--- src/rtl/control_sequencer.sv ---
// Control sequencer: fetch/execute FSM producing the datapath control word,
// with optional memory handshake, wait-timeout fault and retired counter.
module control_sequencer #(
  parameter int unsigned MEM_HS   = 1,
  parameter int unsigned WAIT_MAX = 15,
  parameter int unsigned ICNT_W   = 16
) (
  input  logic              clock,
  input  logic              reset,
  input  logic              run,
  input  logic [3:0]        instr_op,
  input  logic              carry,
  input  logic              zero,
  input  logic              mem_ready,
  output logic [12:0]       signals,
  output logic [1:0]        phase,
  output logic              fault,
  output logic [ICNT_W-1:0] retired
);

  typedef enum logic [1:0] {
    StFetch   = 2'd0,
    StExec    = 2'd1,
    StMemWait = 2'd2,
    StHalt    = 2'd3
  } state_e;

  state_e            state_q, state_d;
  logic [3:0]        opcode_q, opcode_d;
  logic [7:0]        wait_cnt_q, wait_cnt_d;
  logic              fault_q, fault_d;
  logic [ICNT_W-1:0] retired_q, retired_d;

  logic [12:0] decoded;
  logic        is_mem;
  logic        wait_hit;

  // Decode the latched opcode; jump flags are taken live in the execute cycle.
  always_comb begin
    decoded = 13'h0000;
    is_mem  = 1'b0;
    unique case (opcode_q)
      4'h0: decoded = carry ? 13'h0808 : 13'h1008;
      4'h1: decoded = carry ? 13'h1008 : 13'h0808;
      4'h2: decoded = 13'h0242;
      4'h3: begin decoded = 13'h1260; is_mem = 1'b1; end
      4'h4: decoded = 13'h0682;
      4'h5: decoded = 13'h0684;
      4'h6: begin decoded = 13'h16A0; is_mem = 1'b1; end
      4'h7: begin decoded = 13'h1038; is_mem = 1'b1; end
      4'h8: decoded = zero ? 13'h0808 : 13'h1008;
      4'h9: decoded = zero ? 13'h1008 : 13'h0808;
      4'hA: decoded = 13'h06C2;
      4'hB: begin decoded = 13'h16E0; is_mem = 1'b1; end
      4'hC: decoded = 13'h0808;
      4'hD: decoded = 13'h0009;
      4'hE: decoded = 13'h0702;
      4'hF: begin decoded = 13'h1720; is_mem = 1'b1; end
      default: decoded = 13'h0000;
    endcase
  end

  // This wait cycle is the last one allowed before the timeout trips.
  assign wait_hit = ({24'd0, wait_cnt_q} + 32'd1) >= WAIT_MAX;

  // Next-state and control word generation.
  always_comb begin
    state_d    = state_q;
    opcode_d   = opcode_q;
    wait_cnt_d = wait_cnt_q;
    fault_d    = fault_q;
    retired_d  = retired_q;
    signals    = 13'h0000;
    unique case (state_q)
      StFetch: begin
        if (run) begin
          signals    = 13'h1008;
          opcode_d   = instr_op;
          wait_cnt_d = 8'd0;
          state_d    = StExec;
        end
      end
      StExec, StMemWait: begin
        if (is_mem && (MEM_HS != 0)) begin
          if (mem_ready) begin
            signals   = decoded;
            retired_d = retired_q + 1'b1;
            state_d   = StFetch;
          end else begin
            // Hold off register writes until the RAM access completes.
            signals = decoded & 13'h01FF;
            if (wait_hit) begin
              fault_d = 1'b1;
              state_d = StHalt;
            end else begin
              wait_cnt_d = wait_cnt_q + 8'd1;
              state_d    = StMemWait;
            end
          end
        end else begin
          signals   = decoded;
          retired_d = retired_q + 1'b1;
          state_d   = StFetch;
        end
      end
      StHalt: fault_d = 1'b1;
      default: state_d = StFetch;
    endcase
    if (reset) signals = 13'h0000;
  end

  // State registers with asynchronous active-high reset.
  always_ff @(posedge clock or posedge reset) begin
    if (reset) begin
      state_q    <= StFetch;
      opcode_q   <= 4'h0;
      wait_cnt_q <= 8'd0;
      fault_q    <= 1'b0;
      retired_q  <= '0;
    end else begin
      state_q    <= state_d;
      opcode_q   <= opcode_d;
      wait_cnt_q <= wait_cnt_d;
      fault_q    <= fault_d;
      retired_q  <= retired_d;
    end
  end

  assign phase   = state_q;
  assign fault   = fault_q;
  assign retired = retired_q;

endmodule

--- config.mk ---
export PLATFORM = sky130hd
export DESIGN_NAME = control_sequencer
export DESIGN_NICKNAME = d
export VERILOG_FILES = /design/src/rtl/control_sequencer.sv
export SDC_FILE = /design/constraint.sdc
export NUM_CORES = 1
export LEC_CHECK = 0
export BUFFER_PORTS_ARGS = -buffer_cell sky130_fd_sc_hd__buf_2
export CAP_MARGIN = 20
export CORE_ASPECT_RATIO = 0.8
export CORE_MARGIN = 3
export CORE_UTILIZATION = 40
export DETAILED_ROUTE_END_ITERATION = 6
export PLACE_DENSITY = 0.72
export SLEW_MARGIN = 0
export SYNTH_ARGS = -nofsm -noshare
export SYNTH_HDL_FRONTEND = slang
export SYNTH_SLANG_ARGS = --single-unit
--- constraint.sdc ---
create_clock -name clock -period 2.87 [get_ports clock]
set_input_delay 0.4305 -clock clock [delete_from_list [all_inputs] [get_ports clock]]
set_output_delay 0.4305 -clock clock [all_outputs]
set_load 0.03 [all_outputs]
==> impl_metrics.csv <==
group,metric,value,unit
outcome,status,"finished clean",
cts,cts.sinks,31,
critical_path,crit_chain,"inv_1, ha_1, and2_1, nand2_1, a21boi_0, buf_2",
critical_path,slowest_stage,"ha_1",
grt,overflow,0,
pwr,ir_drop,0.720,mV
die,pin_count,42,
die,initial_core_util,42.5,%
detailed_routing,via_per_inst,5.08,
timing,final_hold_viol_count,0,
grt,grt_max_degree,32,
detailed_routing,num_vias,1467,
detailed_routing,detail-route-antenna-nets,0,
synth,synth_area,0.00181,mm^2
synth,ys_ff_latch,31,
critical_path,crit_family,"adder cells",
synth,synth-async-reset-ratio,100,%
grt,grt_use_total,15.5,%
run,maxCapViolations,0,
timing,final_max_slew_viol_count,0,
final_layout,num-nets-final,247,
cts,cts_setup_buffers,0,
synth,synth_top_area_share,42.9,%
min_path,hold_path.class,"input pin to asynchronous set/reset pin",
synth,synthTopCellsByArea,"dfrtp_1, xnor2_1, ha_1, nor2_1, nand2_1",
detailed_routing,dr.pass1.iters,4,
placed_design,finalWeightedCongestion,0.821,
synth,postSynthAreaPerCell,9.62,um^2
critical_path,cp_data_required_time,2.44,ns
timing,period_needed,2.53,ns
critical_path,max_stage_delay,0.52,ns
timing,fin_crit_sh,88.2,%
synth,synth_most_common_cell,"dfrtp_1",
detailed_routing,routed_wl,3.70,mm
placed_design,dp_hpwl,2.74,mm
final_layout,final_cells,289,
pwr,p_per_area,1130,mW/mm^2
synth,synth_top_area_cell,"dfrtp_1",
cts,ctsResizeCount,0,
cts,clock_tree.root_cell,"clkbuf_8",
critical_path,rrSetupSlack,0.73,ns
die,core-area,0.00426,mm^2
critical_path,endpoint_kind,"output pin",
final_layout,n_antenna_cell,0,
critical_path,path_class,"flop to output pin",
critical_path,worst_r2r_endpoint,"wait_cnt_q[0]$_DFFE_PP0P_",
cts,clk_latency,0.29,ns
final_layout,syn2layout_area_growth,20.7,%
cts,cts_buffer_depth,2,
placed_design,portBuffers,41,
grt,grt_pass1_wl,6.47,mm
final_layout,drive_above_1_share,27.6,%
timing,rsz0062_at_grt,"false",
critical_path,reg2reg_from,"wait_cnt_q[0]$_DFFE_PP0P_",
detailed_routing,drtIter0Drc,101,
critical_path,crit_path_start_kind,"flop",
synth,yosys_warnings,0,
die,dieArea,0.00537,mm^2
synth,synth_cell_types,49,
detailed_routing,wire_per_inst,12.8,um
synth,synth_flop_cell,"dfrtp_1",
synth,synth_edf_count,0,
die,fp.dieH,66.1,um
synth,synthTopCellsByCount,"dfrtp_1, nor2_1, nand2_1",
timing,whs,0.223,ns
timing,finalSetupTns,0,ns
timing,setup_viol_count_final,0,
grt,grt_pass1_vias,1373,
synth,netlist_instances,188,
die,die_w,81.2,um
critical_path,critPathBufInv,2,
pwr,leakage,1.05,nW
placed_design,dp_cells,281,
timing,worst_pin_slew,0.468,ns
cts,cts.reportedPaths.clkPinSlew,0.07,ns
synth,synth_fp_nets,204,
pwr,totalPowerFinal,0.00246,W
timing,relSlewSlack,68.8,%
cts,tritoncts,"done",
cts,cts_buffers,5,
detailed_routing,drc,0,
critical_path,cp_max_fo,14,
grt,grt_antenna_before_repair,0,
synth,synth_seq_area_share,42.9,%
cts,htreeDepth,2,
die,std_cell_rows,21,
cts,cts_hold_buf,0,
timing,max_freq,0.395,GHz
timing,fin_skew,0.00665,ns
critical_path,worstRegToRegCells,8,
critical_path,arrival,2.10,ns
[how the worst max path moves through the flow]
stage / depth (start not counted) / end / startpoint / slack [ns]
detailed placement: 6 / signals[12] / phase[0]$_DFFE_PP0P_ / 0.65
finish: 6 / signals[12] / phase[0]$_DFFE_PP0P_ / 0.34
global placement: 6 / signals[12] / phase[0]$_DFFE_PP0P_ / 0.70
CTS: 6 / signals[12] / phase[0]$_DFFE_PP0P_ / 0.32
floorplan: 5 / signals[0] / phase[1]$_DFFE_PP0P_ / 0.08
global route: 6 / signals[12] / phase[0]$_DFFE_PP0P_ / 0.1
[cell families (layout without fill, tap and decap cells)]
group,after synthesis,after routing,synth area share (%)
XOR/XNOR,17,17,8.24
adder cells (fa/ha/maj),6,6,4.15
flip-flops,31,31,42.9
AND/OR/NAND/NOR,78,78,22.7
AO/OA/AOI/OAI,34,34,13.7
buffers and inverters,16,60,4.43
multiplexers,6,6,3.88
[cells in the final DEF, fill, tap and decap left out, types with 2 or more instances in the layout]
cell	instances
nor2b_1	2
buf_2	41
xnor2_1	15
and3_1	2
nor2_1	18
ha_1	6
nand2_1	17
bufinv_16	2
nand2b_1	2
clkbuf_8	5
nor3_1	3
inv_1	10
nor3b_1	2
xor2_1	2
nand3_1	9
a21oi_1	9
mux2_2	4
o21a_1	2
nand4_1	9
dfrtp_1	31
or2_2	2
o21ai_0	6
a21boi_0	2
and2_1	5
[stage by stage]
step | area (um^2) | setup slack, ns | util, %
3_5_place_dp | 2050 | 0.646 | 48.1
3_3_place_gp | 2050 | 0.696 | 48.1
5_1_grt | 2180 | 0.0955 | 51.3
2_1_floorplan | 1810 | 0.0809 | -
6_report | 2180 | 0.339 | 51.3
4_1_cts | 2180 | 0.321 | 51.3
[routing by layer]
layer | vias up | global-route usage, % | part of all wire (%)
met4 | 0 | 6.54 | 2.3
li1 | 743 | - | -
met5 | - | 0 | 0
met3 | 10 | 4.22 | 4.9
met1 | 689 | 22.0 | 50
met2 | 25 | 22.0 | 43
[area by class of cell]
type                       instances  area, um^2
clock buffer                       6        72.6
clock inverter                     2        60.1
fill                             415        2070
inverter                          10        37.5
multi-input combinational        141         952
sequential                        31         776
tap                               57        71.3
timing repair buffer              42         213
[state kept, by name, indices dropped and copies added (netlist names)]
register / cells
retired: 16
phase: 2
fault: 1
wait_cnt_q: 8
opcode_q: 4
[tightest hold or removal path: stages]
cell,delay [ns]
buf_2,0.10
inv_1,0.04
buf_4,0.35
[power by group]
group / internal (W) / leakage [nW] / switching (W) / total (W)
combinational: 0.000460 / 0.588 / 0.000739 / 0.00120
sequential: 0.000554 / 0.393 / 0.000200 / 0.000754
clock: 0.000347 / 0.0654 / 0.000164 / 0.000511
total: 0.00136 / 1.05 / 0.00110 / 0.00246
Note: power is estimated with default switching activity, not from simulation.
